$ cat src/rtl/ctrl_pkg.sv
// Shared control-path definitions: fetch sequencer states, instruction opcodes and widths.
package ctrl_pkg;

  localparam int unsigned INSTR_WIDTH = 8;

  typedef enum logic [2:0] {
    StIdle   = 3'd0,
    StFetch  = 3'd1,
    StLatch  = 3'd2,
    StDecode = 3'd3,
    StExec   = 3'd4,
    StHalted = 3'd5
  } fetch_state_e;

  // Opcodes are left-aligned in the instruction; their lengths vary.
  localparam logic [1:0] OpAnd   = 2'b00;
  localparam logic [1:0] OpAdd   = 2'b01;
  localparam logic [2:0] OpSet   = 3'b110;
  localparam logic [4:0] OpSll   = 5'b11100;
  localparam logic [4:0] OpSrl   = 5'b11101;
  localparam logic [4:0] OpBrf   = 5'b11110;
  localparam logic [4:0] OpSubs  = 5'b11111;
  localparam logic [4:0] OpSlt   = 5'b10000;
  localparam logic [4:0] OpHalt  = 5'b10001;
  localparam logic [4:0] OpLoad  = 5'b10010;
  localparam logic [4:0] OpStore = 5'b10011;
  localparam logic [4:0] OpAbs   = 5'b10100;
  localparam logic [4:0] OpSeq   = 5'b10101;
  localparam logic [4:0] OpBrb   = 5'b10110;

endpackage

$ cat src/rtl/sat_counter.sv
// Up-counter with synchronous reset that sticks at all-ones instead of wrapping.
module sat_counter #(
  parameter int unsigned WIDTH = 16
) (
  input  logic             clock_i,
  input  logic             reset_i,
  input  logic             en_i,
  output logic [WIDTH-1:0] count_o
);

  logic [WIDTH-1:0] count_q;

  always_ff @(posedge clock_i) begin
    if (reset_i) begin
      count_q <= '0;
    end else if (en_i && (count_q != '1)) begin
      count_q <= count_q + WIDTH'(1);
    end
  end

  assign count_o = count_q;

endmodule

$ cat src/rtl/fetch_unit.sv
// Multicycle instruction fetch sequencer: owns the PC, reads the ROM, and picks the next PC
// from the decoder's registered branch/halt outputs. One instruction every four clocks.
module fetch_unit #(
  parameter int unsigned PC_WIDTH    = 8,
  parameter int unsigned INSTR_WIDTH = ctrl_pkg::INSTR_WIDTH,
  parameter int unsigned CNT_WIDTH   = 16
) (
  input  logic                   clock_i,
  input  logic                   reset_i,
  input  logic                   start_i,
  output logic [PC_WIDTH-1:0]    imem_addr_o,
  input  logic [INSTR_WIDTH-1:0] imem_data_i,
  output logic [INSTR_WIDTH-1:0] instruction_o,
  input  logic                   branchf_i,
  input  logic                   branchb_i,
  input  logic                   done_i,
  input  logic [PC_WIDTH-1:0]    offset_i,
  output logic [PC_WIDTH-1:0]    pc_o,
  output logic                   running_o,
  output logic                   done_o,
  output logic                   error_o,
  output logic [CNT_WIDTH-1:0]   instr_count_o,
  output logic [CNT_WIDTH-1:0]   cycle_count_o
);

  import ctrl_pkg::*;

  fetch_state_e           state_q, state_d;
  logic [PC_WIDTH-1:0]    pc_q, pc_d;
  logic [INSTR_WIDTH-1:0] instr_q, instr_d;
  logic                   error_q, error_d;
  logic                   running;
  logic                   retire;

  always_ff @(posedge clock_i) begin
    if (reset_i) begin
      state_q <= StIdle;
      pc_q    <= '0;
      instr_q <= '0;
      error_q <= 1'b0;
    end else begin
      state_q <= state_d;
      pc_q    <= pc_d;
      instr_q <= instr_d;
      error_q <= error_d;
    end
  end

  always_comb begin
    state_d = state_q;
    pc_d    = pc_q;
    instr_d = instr_q;
    error_d = error_q;
    retire  = 1'b0;
    unique case (state_q)
      StIdle: begin
        if (start_i) state_d = StFetch;
      end
      StFetch: state_d = StLatch;
      StLatch: begin
        instr_d = imem_data_i;
        state_d = StDecode;
      end
      StDecode: state_d = StExec;
      StExec: begin
        retire  = 1'b1;
        state_d = StFetch;
        // PC arithmetic wraps silently at PC_WIDTH bits.
        if (done_i) begin
          state_d = StHalted;
        end else if (branchf_i && branchb_i) begin
          error_d = 1'b1;
          pc_d    = pc_q + PC_WIDTH'(1);
        end else if (branchf_i) begin
          pc_d = pc_q + offset_i;
        end else if (branchb_i) begin
          pc_d = pc_q - offset_i;
        end else begin
          pc_d = pc_q + PC_WIDTH'(1);
        end
      end
      StHalted: state_d = StHalted;
      default:  state_d = StIdle;
    endcase
  end

  assign running = (state_q == StFetch) || (state_q == StLatch) ||
                   (state_q == StDecode) || (state_q == StExec);

  sat_counter #(
    .WIDTH (CNT_WIDTH)
  ) u_instr_count (
    .clock_i (clock_i),
    .reset_i (reset_i),
    .en_i    (retire),
    .count_o (instr_count_o)
  );

  sat_counter #(
    .WIDTH (CNT_WIDTH)
  ) u_cycle_count (
    .clock_i (clock_i),
    .reset_i (reset_i),
    .en_i    (running),
    .count_o (cycle_count_o)
  );

  assign imem_addr_o   = pc_q;
  assign pc_o          = pc_q;
  assign instruction_o = instr_q;
  assign running_o     = running;
  assign done_o        = (state_q == StHalted);
  assign error_o       = error_q;

endmodule

$ cat config.mk
export PLATFORM = sky130hd
export DESIGN_NAME = fetch_unit
export DESIGN_NICKNAME = d
export VERILOG_FILES = /design/src/rtl/ctrl_pkg.sv /design/src/rtl/sat_counter.sv /design/src/rtl/fetch_unit.sv
export SDC_FILE = /design/constraint.sdc
export NUM_CORES = 1
export LEC_CHECK = 0
export BUFFER_PORTS_ARGS = -buffer_cell sky130_fd_sc_hd__buf_2
export CORE_MARGIN = 8
export CORE_UTILIZATION = 50
export CTS_BUF_LIST = sky130_fd_sc_hd__clkbuf_8
export CTS_CLUSTER_DIAMETER = 50
export DETAILED_ROUTE_END_ITERATION = 10
export GPL_TIMING_DRIVEN = 0
export PLACE_DENSITY = 0.76
export SYNTH_ARGS = -nofsm -noshare
export SYNTH_HDL_FRONTEND = slang
export SYNTH_SLANG_ARGS = --single-unit
$ cat constraint.sdc
create_clock -name clock_i -period 5.1 [get_ports clock_i]
set_input_delay 1.02 -clock clock_i [delete_from_list [all_inputs] [get_ports clock_i]]
set_output_delay 1.02 -clock clock_i [all_outputs]
set_load 0.05 [all_outputs]
==> After elaboration in Yosys (flattened, before gate mapping) <==
Index checks and enable logic that the tools add are counted.
{ "totals": {"inputBits": 22, "out_inout_bits": 59, "ff_bits": 52, "elab_cells": 36} }
{ "classes": {"n_mux": 7, "n_reduce_logical": 9, "addsub": 5, "bitwise": 1, "eq_ne": 8} }
{ "ops": {"columns": ["cell", "n"], "rows": [
  ["adder 16 x 1 -> 16 bit (second input constant)", 2],
  ["!= test 16 bit (second input constant)", 2],
  ["two-way mux 8 bit", 3],
  ["case mux 3 bit (6 select lines)", 1],
  ["adder 8 x 1 -> 8 bit (second input constant)", 1],
  ["adder 8 bit", 1],
  ["subtractor 8 bit", 1],
  ["== test 3 x 2 -> 1 bit (second input constant)", 2],
  ["== test 3 bit (second input constant)", 2],
  ["two-way mux 3 bit", 2],
  ["== test 3 x 1 -> 1 bit (second input constant)", 1],
  ["logical AND 1 bit", 3],
  ["zero test 3 bit", 1],
  ["logical OR 1 bit", 3],
  ["AND reduction 3 bit", 1],
  ["!= test 2 bit (second input constant)", 1],
  ["AND reduction 2 bit", 1],
  ["two-way mux 1 bit", 1],
  ["inverter 1 bit", 1]
]} }

==> Logic depth before layout (Yosys ltp) <==
Gate-level depths: netlist of the first run.
{ "logic_depth": {"ltp_word": 5, "ltp_mapped": 10, "depth_no_buf": 10} }

==> Modules after synthesis <==
Synthesis of the first run repeated with hierarchy kept, for this count alone.
{ "hier_totals": {"cells_unflattened": 418, "area_unflattened_um2": 3443.3} }
{ "modules_own_cells": {"columns": ["module", "seq_area_each_um2", "cells_per_inst", "instances", "area_each_um2"], "rows": [
  ["fetch_unit", 400.4, 220, 1, 1746.7],
  ["sat_counter", 320.3, 99, 2, 848.3]
]} }

==> Least setup slack after synthesis of the first run <==
Ideal clock, no wire load.
{ "synth_path": {"path_kind": "input port to flip-flop", "from": "in offset_i[4]", "to": "reg pc_q[5] (netlist: imem_addr_o[5])", "path_stages": 9, "required_ps": 5020, "setup_slack_ps": 2538, "t_arrival_ps": 2483, "setup_ps": 80, "n_path_buf": 1, "cell_sequence": "inv_1 > ha_1 > buf_6 > nand3_1 > a21oi_1 > a2111oi_2 > o221ai_1 > a32o_1 > a211oi_2"} }
{ "synth_via": {"elab_chain_cells": 4, "word_cells_on_any_way": 5, "classes_between": "add/sub (2); mux (3)"} }
{ "synth_lines": {"columns": ["item", "line_no", "source"], "rows": [
  ["start, declared", "fetch_unit.sv:17", "input logic [PC_WIDTH-1:0] offset_i,"],
  ["subtractor 8 bit", "fetch_unit.sv:77", "pc_d = pc_q - offset_i;"],
  ["two-way mux 8 bit", "fetch_unit.sv:76", "end else if (branchb_i) begin"],
  ["two-way mux 8 bit *", "fetch_unit.sv:74", "end else if (branchf_i) begin"],
  ["two-way mux 8 bit *", "fetch_unit.sv:71", "end else if (branchf_i && branchb_i) begin"],
  ["end signal, assigned", "fetch_unit.sv:43", "pc_q <= pc_d;"],
  ["end, declared", "fetch_unit.sv:29", "logic [PC_WIDTH-1:0] pc_q, pc_d;"]
]} }
Every way passes the cells marked *; elsewhere a longest branch is shown, timed or not.
A chain may end at the register's enable or synchronous reset.

==> Final worst setup path of the first run <==
{ "layout_path": {"from": "in offset_i[0]", "to": "reg pc_q[6] (netlist: imem_addr_o[6])"} }
The elaborated chain is that of the path after synthesis.

==> flow_results.xml, run 1 <==
<?xml version="1.0" encoding="UTF-8"?>
<metrics>
  <group name="logic_synthesis">
    <metric name="synth_compound_area_share" unit="%">13.5</metric>
    <metric name="synth_seq_cells" unit="">52</metric>
    <metric name="fraction_of_the_yosys_area_taken_by_sequential_cells" unit="%">32.5</metric>
    <metric name="netlist-cell-type-count" unit="">58</metric>
    <metric name="yosys-top-cells-count" unit="">sky130_fd_sc_hd__nor2_1, sky130_fd_sc_hd__dfxtp_1, sky130_fd_sc_hd__a21oi_1, sky130_fd_sc_hd__nand3_1, sky130_fd_sc_hd__nand2_1</metric>
    <metric name="yosys.cell_count.top_type" unit="">sky130_fd_sc_hd__nor2_1</metric>
    <metric name="synth_flop_cell" unit="">sky130_fd_sc_hd__dfxtp_1</metric>
    <metric name="synth_simple_gate_area_share" unit="%">26.6</metric>
    <metric name="synth_fp_nets" unit="">424</metric>
    <metric name="dominant_combinational_cell_family_by_area_after_synthesis" unit="">simple AND/OR/NAND/NOR gates</metric>
    <metric name="synth-adder-area-share" unit="%">7.89</metric>
    <metric name="netlist.area_leader.share" unit="%">32.5</metric>
    <metric name="most_area_consuming_cells_after_synthesis" unit="">sky130_fd_sc_hd__dfxtp_1, sky130_fd_sc_hd__ha_1, sky130_fd_sc_hd__nor2_1</metric>
    <metric name="synth.avg_cell_area" unit="sq um">8.37</metric>
    <metric name="synth_mux_area_share" unit="%">3.75</metric>
    <metric name="post_synthesis_cell_count" unit="">383</metric>
    <metric name="synth_area_leader_cell" unit="">sky130_fd_sc_hd__dfxtp_1</metric>
    <metric name="ys_warn_count" unit="">0</metric>
    <metric name="xor_and_xnor_area_share_after_synthesis" unit="%">8.98</metric>
    <metric name="synth-edff-count" unit="">0</metric>
    <metric name="asyncSetResetFlopFracSynth" unit="%">0</metric>
    <metric name="netlist_area" unit="sq um">3200</metric>
  </group>
  <group name="status">
    <metric name="outcome" unit="">complete, no violations</metric>
  </group>
  <group name="floorplan">
    <metric name="ios" unit="">81</metric>
    <metric name="fp.dieW" unit="um">96.1</metric>
    <metric name="initial_core_util" unit="%">51.0</metric>
    <metric name="die-area" unit="sq um">9230</metric>
    <metric name="core_region_area" unit="sq um">6280</metric>
    <metric name="die_h" unit="um">96.1</metric>
    <metric name="floorplan.rows" unit="">29</metric>
  </group>
  <group name="critical_path">
    <metric name="worstSetupPathType" unit="">input port to register</metric>
    <metric name="cp_data_arrival_time" unit="ns">2.79</metric>
    <metric name="crit_path_end_kind" unit="">register</metric>
    <metric name="timing.critical_path.cells" unit="">buf_2 -&gt; ha_1 -&gt; inv_1 -&gt; fa_1 -&gt; a21o_1 -&gt; a21oi_1 -&gt; o21ai_0 -&gt; xor2_1 -&gt; o22ai_1 -&gt; a211oi_1</metric>
    <metric name="element_type_at_the_critical_path_start" unit="">input port</metric>
    <metric name="critical_path.slowest_cell" unit="">sky130_fd_sc_hd__fa_1</metric>
    <metric name="reg2regPathDepth" unit="">8</metric>
    <metric name="worst_path_largest_cell_delay" unit="ns">0.41</metric>
    <metric name="timing.critical_path.fanout_max" unit="">3</metric>
    <metric name="critPathRequiredTime" unit="ns">5.32</metric>
  </group>
  <group name="min_path">
    <metric name="holdCritPathClass" unit="">register to register</metric>
    <metric name="holdPathStages" unit="">2</metric>
  </group>
  <group name="cts">
    <metric name="cts_root_buf" unit="">sky130_fd_sc_hd__clkbuf_8</metric>
    <metric name="cts_tree" unit="">yes</metric>
    <metric name="cts_hold_repair_buffers" unit="">0</metric>
    <metric name="clock-sinks" unit="">52</metric>
    <metric name="number_of_clock_buffers_inserted_by_tritoncts" unit="">5</metric>
    <metric name="worstSkewPairLatency" unit="ns">0.32</metric>
    <metric name="clockBufferDepth" unit="">2</metric>
    <metric name="cts.reportedPaths.clkPinSlew" unit="ns">0.10</metric>
    <metric name="ctsResizeCount" unit="">0</metric>
    <metric name="post-cts-setup-buffer-count" unit="">0</metric>
    <metric name="count_of_h_tree_levels_built_during_cts" unit="">2</metric>
  </group>
  <group name="drt">
    <metric name="drt_first_iter_violations" unit="">189</metric>
    <metric name="vias" unit="">2957</metric>
    <metric name="drc" unit="">0</metric>
    <metric name="detailedRoute.firstPassIterationCount" unit="">4</metric>
    <metric name="totalWireLength" unit="um">7700</metric>
    <metric name="detail-route-antenna-nets" unit="">0</metric>
    <metric name="vias_per_cell" unit="">5.43</metric>
    <metric name="wl_per_cell" unit="um">14.1</metric>
  </group>
  <group name="placed_design">
    <metric name="hpwl" unit="um">5890</metric>
    <metric name="gp_congestion" unit="">0.827</metric>
    <metric name="place.port_buffers" unit="">77</metric>
    <metric name="numPlacedInstances" unit="">537</metric>
  </group>
  <group name="timing">
    <metric name="worst_slew_pin_slew" unit="ns">0.596</metric>
    <metric name="max_freq" unit="GHz">0.389</metric>
    <metric name="final-setup-viol-count" unit="">0</metric>
    <metric name="fin_crit" unit="ns">2.57</metric>
    <metric name="grt_setup_unrepaired" unit="">false</metric>
    <metric name="fin_tns_setup" unit="ns">0</metric>
    <metric name="final_min_period_over_clock_period" unit="%">50.4</metric>
    <metric name="hold_violations" unit="">0</metric>
    <metric name="finClkSkew" unit="ns">0.0167</metric>
    <metric name="timing_max_transition_violations_final" unit="">0</metric>
    <metric name="relSlewSlack" unit="%">59.9</metric>
  </group>
  <group name="global_route">
    <metric name="pin_count_of_the_biggest_net_entering_global_routing" unit="">18</metric>
    <metric name="global_route_wire_length_before_repair" unit="um">12600</metric>
    <metric name="global_route.overflow_total" unit="">0</metric>
    <metric name="number_of_global_route_vias_before_repair" unit="">2779</metric>
    <metric name="globalRouteTotalUtil" unit="%">16.9</metric>
    <metric name="grt_antenna_before_repair" unit="">0</metric>
  </group>
  <group name="finish">
    <metric name="finish.net_count" unit="">508</metric>
    <metric name="num_antenna_cells" unit="">0</metric>
    <metric name="syn_to_final_growth" unit="%">17.8</metric>
    <metric name="finalCoreUtilization" unit="%">60.2</metric>
    <metric name="num-fill-cells" unit="">577</metric>
    <metric name="finalNonFillerCells" unit="">545</metric>
    <metric name="layout-drive-gt1-share" unit="%">24.8</metric>
  </group>
  <group name="pwr">
    <metric name="power_per_cell_area" unit="nW/um^2">227</metric>
    <metric name="worst_ir_drop_vdd" unit="uV">168</metric>
    <metric name="power.leakage" unit="nW">1.67</metric>
  </group>
  <group name="job">
    <metric name="max_cap_viol_count" unit="">0</metric>
  </group>
</metrics>
## sequential cells by signal, summed over array words and instances (netlist names)
signal / flops
error_o: 1
instruction_o: 8
u_cycle_count.count_o: 16
u_instr_count.count_o: 16
state_q: 3
imem_addr_o: 8
## area by class of cell
cell class	count	area (sq um)	area share, %
clock buffers	5	68.8	1.82
clock inverters	3	21.3	0.563
inverters	19	71.3	1.89
plain buffers	22	149	3.94
well taps	77	96.3	2.55
repair buffers	77	385	10.2
multi-input cells	290	1940	51.5
flip-flops and latches	52	1040	27.6
## placed cells by master, fill, tap and decap left out, drive strengths merged, types with 13 or more instances in the layout
master,count
ha,17
nand2,21
xor2,17
o21ai,14
nand3,23
dfxtp,52
nand4,13
a21oi,23
nor2,54
xnor2,15
buf,93
inv,20
## logic make-up after synthesis
| logic type | after synthesis |
|---|---|
| adder cells (fa/ha/maj) | 19 |
| flip-flops | 52 |
| XOR/XNOR | 32 |
| AO/OA/AOI/OAI | 66 |
| multiplexers | 12 |
| AND/OR/NAND/NOR | 161 |
| buffers and inverters | 41 |
## per-layer routing
layer	share of wire, %	wire length, um	GRT usage (%)
met2	45	3450	27.3
met3	8.0	616	4.84
met5	0	0	0
met4	0.97	75	4.61
met1	46	3550	21.4
## worst max-delay path, delay by kind of cell
family,cells,cell delay (ns)
buf+inv,2,0.14
fa+ha+maj,2,0.56
compound gates,5,0.91
xor+xnor,1,0.16
## power by group
part,total (W),switching (W),internal [W]
logic,0.000180,0.000117,0.0000629
clock network,0.000243,0.000145,0.0000978
registers,0.000433,0.0000137,0.000419
## final timing paths
| kind | start | to | slack [ns] |
|---|---|---|---|
| min reg2reg | error_o$_SDFFE_PP0P_ | error_o$_SDFFE_PP0P_ | 0.50 |
| max reg2reg | imem_addr_o[1]$_SDFFE_PP0P_ | imem_addr_o[6]$_SDFFE_PP0P_ | 2.82 |
| max | offset_i[0] | imem_addr_o[6]$_SDFFE_PP0P_ | 2.53 |
| min | error_o$_SDFFE_PP0P_ | error_o$_SDFFE_PP0P_ | 0.50 |
## through the flow
stage                     setup WS [ns]  total power (W)  hold slack, ns  cell area, sq um
final                              2.53         0.000856           0.500              3780
after global routing               2.32         0.000896           0.538              3780
after CTS                          2.56         0.000864           0.506              3780
after detailed placement           2.24         0.000622           0.482              3690
after global placement             2.26         0.000619           0.469              3690
after floorplan                    2.54         0.000580           0.550              3200
Power figures use the tool's default switching activity.
==> inputs of run 2 (changes only) <==
Clock period 5.1 ns to 2.4 ns, I/O delays scaled along.
==> flow_results.xml, run 2 (synthesized netlist as in run 1, its figures left out) <==
<?xml version="1.0" encoding="UTF-8"?>
<metrics>
  <group name="pwr">
    <metric name="power_per_cell_area" unit="nW/um^2">480</metric>
    <metric name="seqPwrFrac" unit="%">50.7</metric>
    <metric name="worst_ir_drop_vdd" unit="uV">358</metric>
    <metric name="sw_frac_of_total" unit="%">32.1</metric>
    <metric name="p_switching" unit="W">0.000583</metric>
    <metric name="combinationalPowerShare" unit="%">21.1</metric>
    <metric name="cellInternalPower" unit="W">0.00123</metric>
    <metric name="power.leakage" unit="nW">1.68</metric>
    <metric name="clk_pwr_share" unit="%">28.2</metric>
  </group>
  <group name="floorplan">
    <metric name="die-area" unit="sq um">9230</metric>
    <metric name="core_region_area" unit="sq um">6280</metric>
    <metric name="fp.dieW" unit="um">96.1</metric>
    <metric name="floorplan.rows" unit="">29</metric>
    <metric name="ios" unit="">81</metric>
    <metric name="initial_core_util" unit="%">51.0</metric>
    <metric name="die_h" unit="um">96.1</metric>
  </group>
  <group name="critical_path">
    <metric name="element_type_at_the_critical_path_start" unit="">register</metric>
    <metric name="timing.critical_path.fanout_max" unit="">10</metric>
    <metric name="crit_path_end_kind" unit="">register</metric>
    <metric name="worstSetupPathType" unit="">register to register</metric>
    <metric name="critPathRequiredTime" unit="ns">2.63</metric>
    <metric name="cp_data_arrival_time" unit="ns">2.41</metric>
  </group>
  <group name="job">
    <metric name="max_cap_viol_count" unit="">0</metric>
  </group>
  <group name="drt">
    <metric name="totalWireLength" unit="um">7710</metric>
    <metric name="vias_per_cell" unit="">5.44</metric>
    <metric name="drc" unit="">0</metric>
    <metric name="wl_per_cell" unit="um">14.1</metric>
    <metric name="detail-route-antenna-nets" unit="">0</metric>
    <metric name="drt_first_iter_violations" unit="">174</metric>
    <metric name="vias" unit="">2966</metric>
    <metric name="detailedRoute.firstPassIterationCount" unit="">4</metric>
  </group>
  <group name="cts">
    <metric name="count_of_h_tree_levels_built_during_cts" unit="">2</metric>
    <metric name="clock-sinks" unit="">52</metric>
    <metric name="cts_root_buf" unit="">sky130_fd_sc_hd__clkbuf_8</metric>
    <metric name="cts_hold_repair_buffers" unit="">0</metric>
    <metric name="worstSkewPairLatency" unit="ns">0.32</metric>
    <metric name="number_of_clock_buffers_inserted_by_tritoncts" unit="">5</metric>
    <metric name="clockBufferDepth" unit="">2</metric>
    <metric name="cts_tree" unit="">yes</metric>
    <metric name="cts.reportedPaths.clkPinSlew" unit="ns">0.11</metric>
  </group>
  <group name="timing">
    <metric name="relSlewSlack" unit="%">59.9</metric>
    <metric name="timing_max_transition_violations_final" unit="">0</metric>
    <metric name="final-setup-viol-count" unit="">0</metric>
    <metric name="fin_tns_setup" unit="ns">0</metric>
    <metric name="hold_violations" unit="">0</metric>
    <metric name="fin_crit" unit="ns">2.18</metric>
    <metric name="final_min_period_over_clock_period" unit="%">90.8</metric>
    <metric name="grt_setup_unrepaired" unit="">false</metric>
    <metric name="max_freq" unit="GHz">0.459</metric>
    <metric name="worst_slew_pin_slew" unit="ns">0.597</metric>
    <metric name="finClkSkew" unit="ns">0.0202</metric>
  </group>
  <group name="placed_design">
    <metric name="numPlacedInstances" unit="">537</metric>
    <metric name="gp_congestion" unit="">0.827</metric>
    <metric name="hpwl" unit="um">5890</metric>
    <metric name="dpl_cell_area" unit="sq um">3690</metric>
    <metric name="place.port_buffers" unit="">77</metric>
  </group>
  <group name="finish">
    <metric name="stdcell_area" unit="sq um">3780</metric>
    <metric name="mostFrequentLayoutCell" unit="">sky130_fd_sc_hd__buf_2</metric>
    <metric name="finalNonFillerCells" unit="">545</metric>
    <metric name="syn_to_final_growth" unit="%">18.0</metric>
    <metric name="num_antenna_cells" unit="">0</metric>
    <metric name="most_frequent_cells_in_the_layout" unit="">sky130_fd_sc_hd__buf_2, sky130_fd_sc_hd__nor2_1, sky130_fd_sc_hd__dfxtp_1</metric>
    <metric name="layout-drive-gt1-share" unit="%">25.4</metric>
    <metric name="finish.net_count" unit="">508</metric>
  </group>
  <group name="global_route">
    <metric name="global_route.overflow_total" unit="">0</metric>
    <metric name="grt_antenna_before_repair" unit="">0</metric>
    <metric name="global_route_wire_length_before_repair" unit="um">12600</metric>
    <metric name="globalRouteTotalUtil" unit="%">16.9</metric>
    <metric name="number_of_global_route_vias_before_repair" unit="">2779</metric>
    <metric name="pin_count_of_the_biggest_net_entering_global_routing" unit="">18</metric>
  </group>
  <group name="min_path">
    <metric name="holdCritPathClass" unit="">input port to register</metric>
  </group>
  <group name="status">
    <metric name="outcome" unit="">complete, no violations</metric>
  </group>
</metrics>
[run 2: cell counts in the layout (fill, tap and decap cells not counted)]
Identical to the previous run, type by type.
[run 2: power by group through the flow]
stage          Combinational [W]  Sequential (W)  Clock (W)
2_1_floorplan           0.000220         0.00101          0
3_3_place_gp            0.000378        0.000938          0
3_5_place_dp            0.000384        0.000939          0
4_1_cts                 0.000386        0.000919   0.000532
5_1_grt                 0.000421        0.000925   0.000559
6_report                0.000384        0.000920   0.000512
[run 2: layer usage]
metal / GRT usage [%] / wire (um) / part of all wire (%)
met1: 21.4 / 3520 / 46
met2: 27.3 / 3480 / 45
met3: 4.84 / 635 / 8.2
met4: 4.61 / 75 / 0.97
met5: 0 / 0 / 0
[run 2: critical path: stages (launching register included)]
cell and delay (ns):
sky130_fd_sc_hd__dfxtp_1 0.47, sky130_fd_sc_hd__ha_1 0.30, sky130_fd_sc_hd__buf_6 0.15, sky130_fd_sc_hd__nand3_1 0.08, sky130_fd_sc_hd__a21oi_1 0.06, sky130_fd_sc_hd__a2111oi_2 0.45
sky130_fd_sc_hd__o221ai_1 0.17, sky130_fd_sc_hd__a32o_1 0.24, sky130_fd_sc_hd__a211oi_2 0.19
[run 2: repair_timing]
action,4_1_cts,5_1_grt
endpoints found under the hold margin,0,0
setup buffers,0,0
gates resized for setup,0,3
setup endpoints to repair,0,1
[run 2: metrics by stage]
stage	utilization, %	setup slack (ns)	hold slack, ns	total power [W]
floorplan	-	0.0351	0.550	0.00123
global placement	58.7	0.104	0.469	0.00132
detailed placement	58.7	0.0779	0.482	0.00132
CTS	60.2	0.141	0.396	0.00184
global route	60.3	0.0437	0.415	0.00191
finish	60.3	0.220	0.394	0.00182
[run 2: cell type report]
class	instances	area [sq um]
plain buffers	22	149
clock buffers	5	68.8
clock inverters	3	21.3
fillers	577	2490
inverters	19	71.3
multi-input cells	290	1950
flip-flops and latches	52	1040
well taps	77	96.3
repair buffers	77	385
[run 2: final timing paths]
check	startpoint	end	slack, ns	depth (start not counted)
setup / recovery	imem_addr_o[4]$_SDFFE_PP0P_	imem_addr_o[5]$_SDFFE_PP0P_	0.22	8
hold / removal	imem_data_i[7]	instruction_o[7]$_SDFFE_PP0P_	0.39	3
setup reg to reg	imem_addr_o[4]$_SDFFE_PP0P_	imem_addr_o[5]$_SDFFE_PP0P_	0.22	8
hold reg to reg	error_o$_SDFFE_PP0P_	error_o$_SDFFE_PP0P_	0.50	2
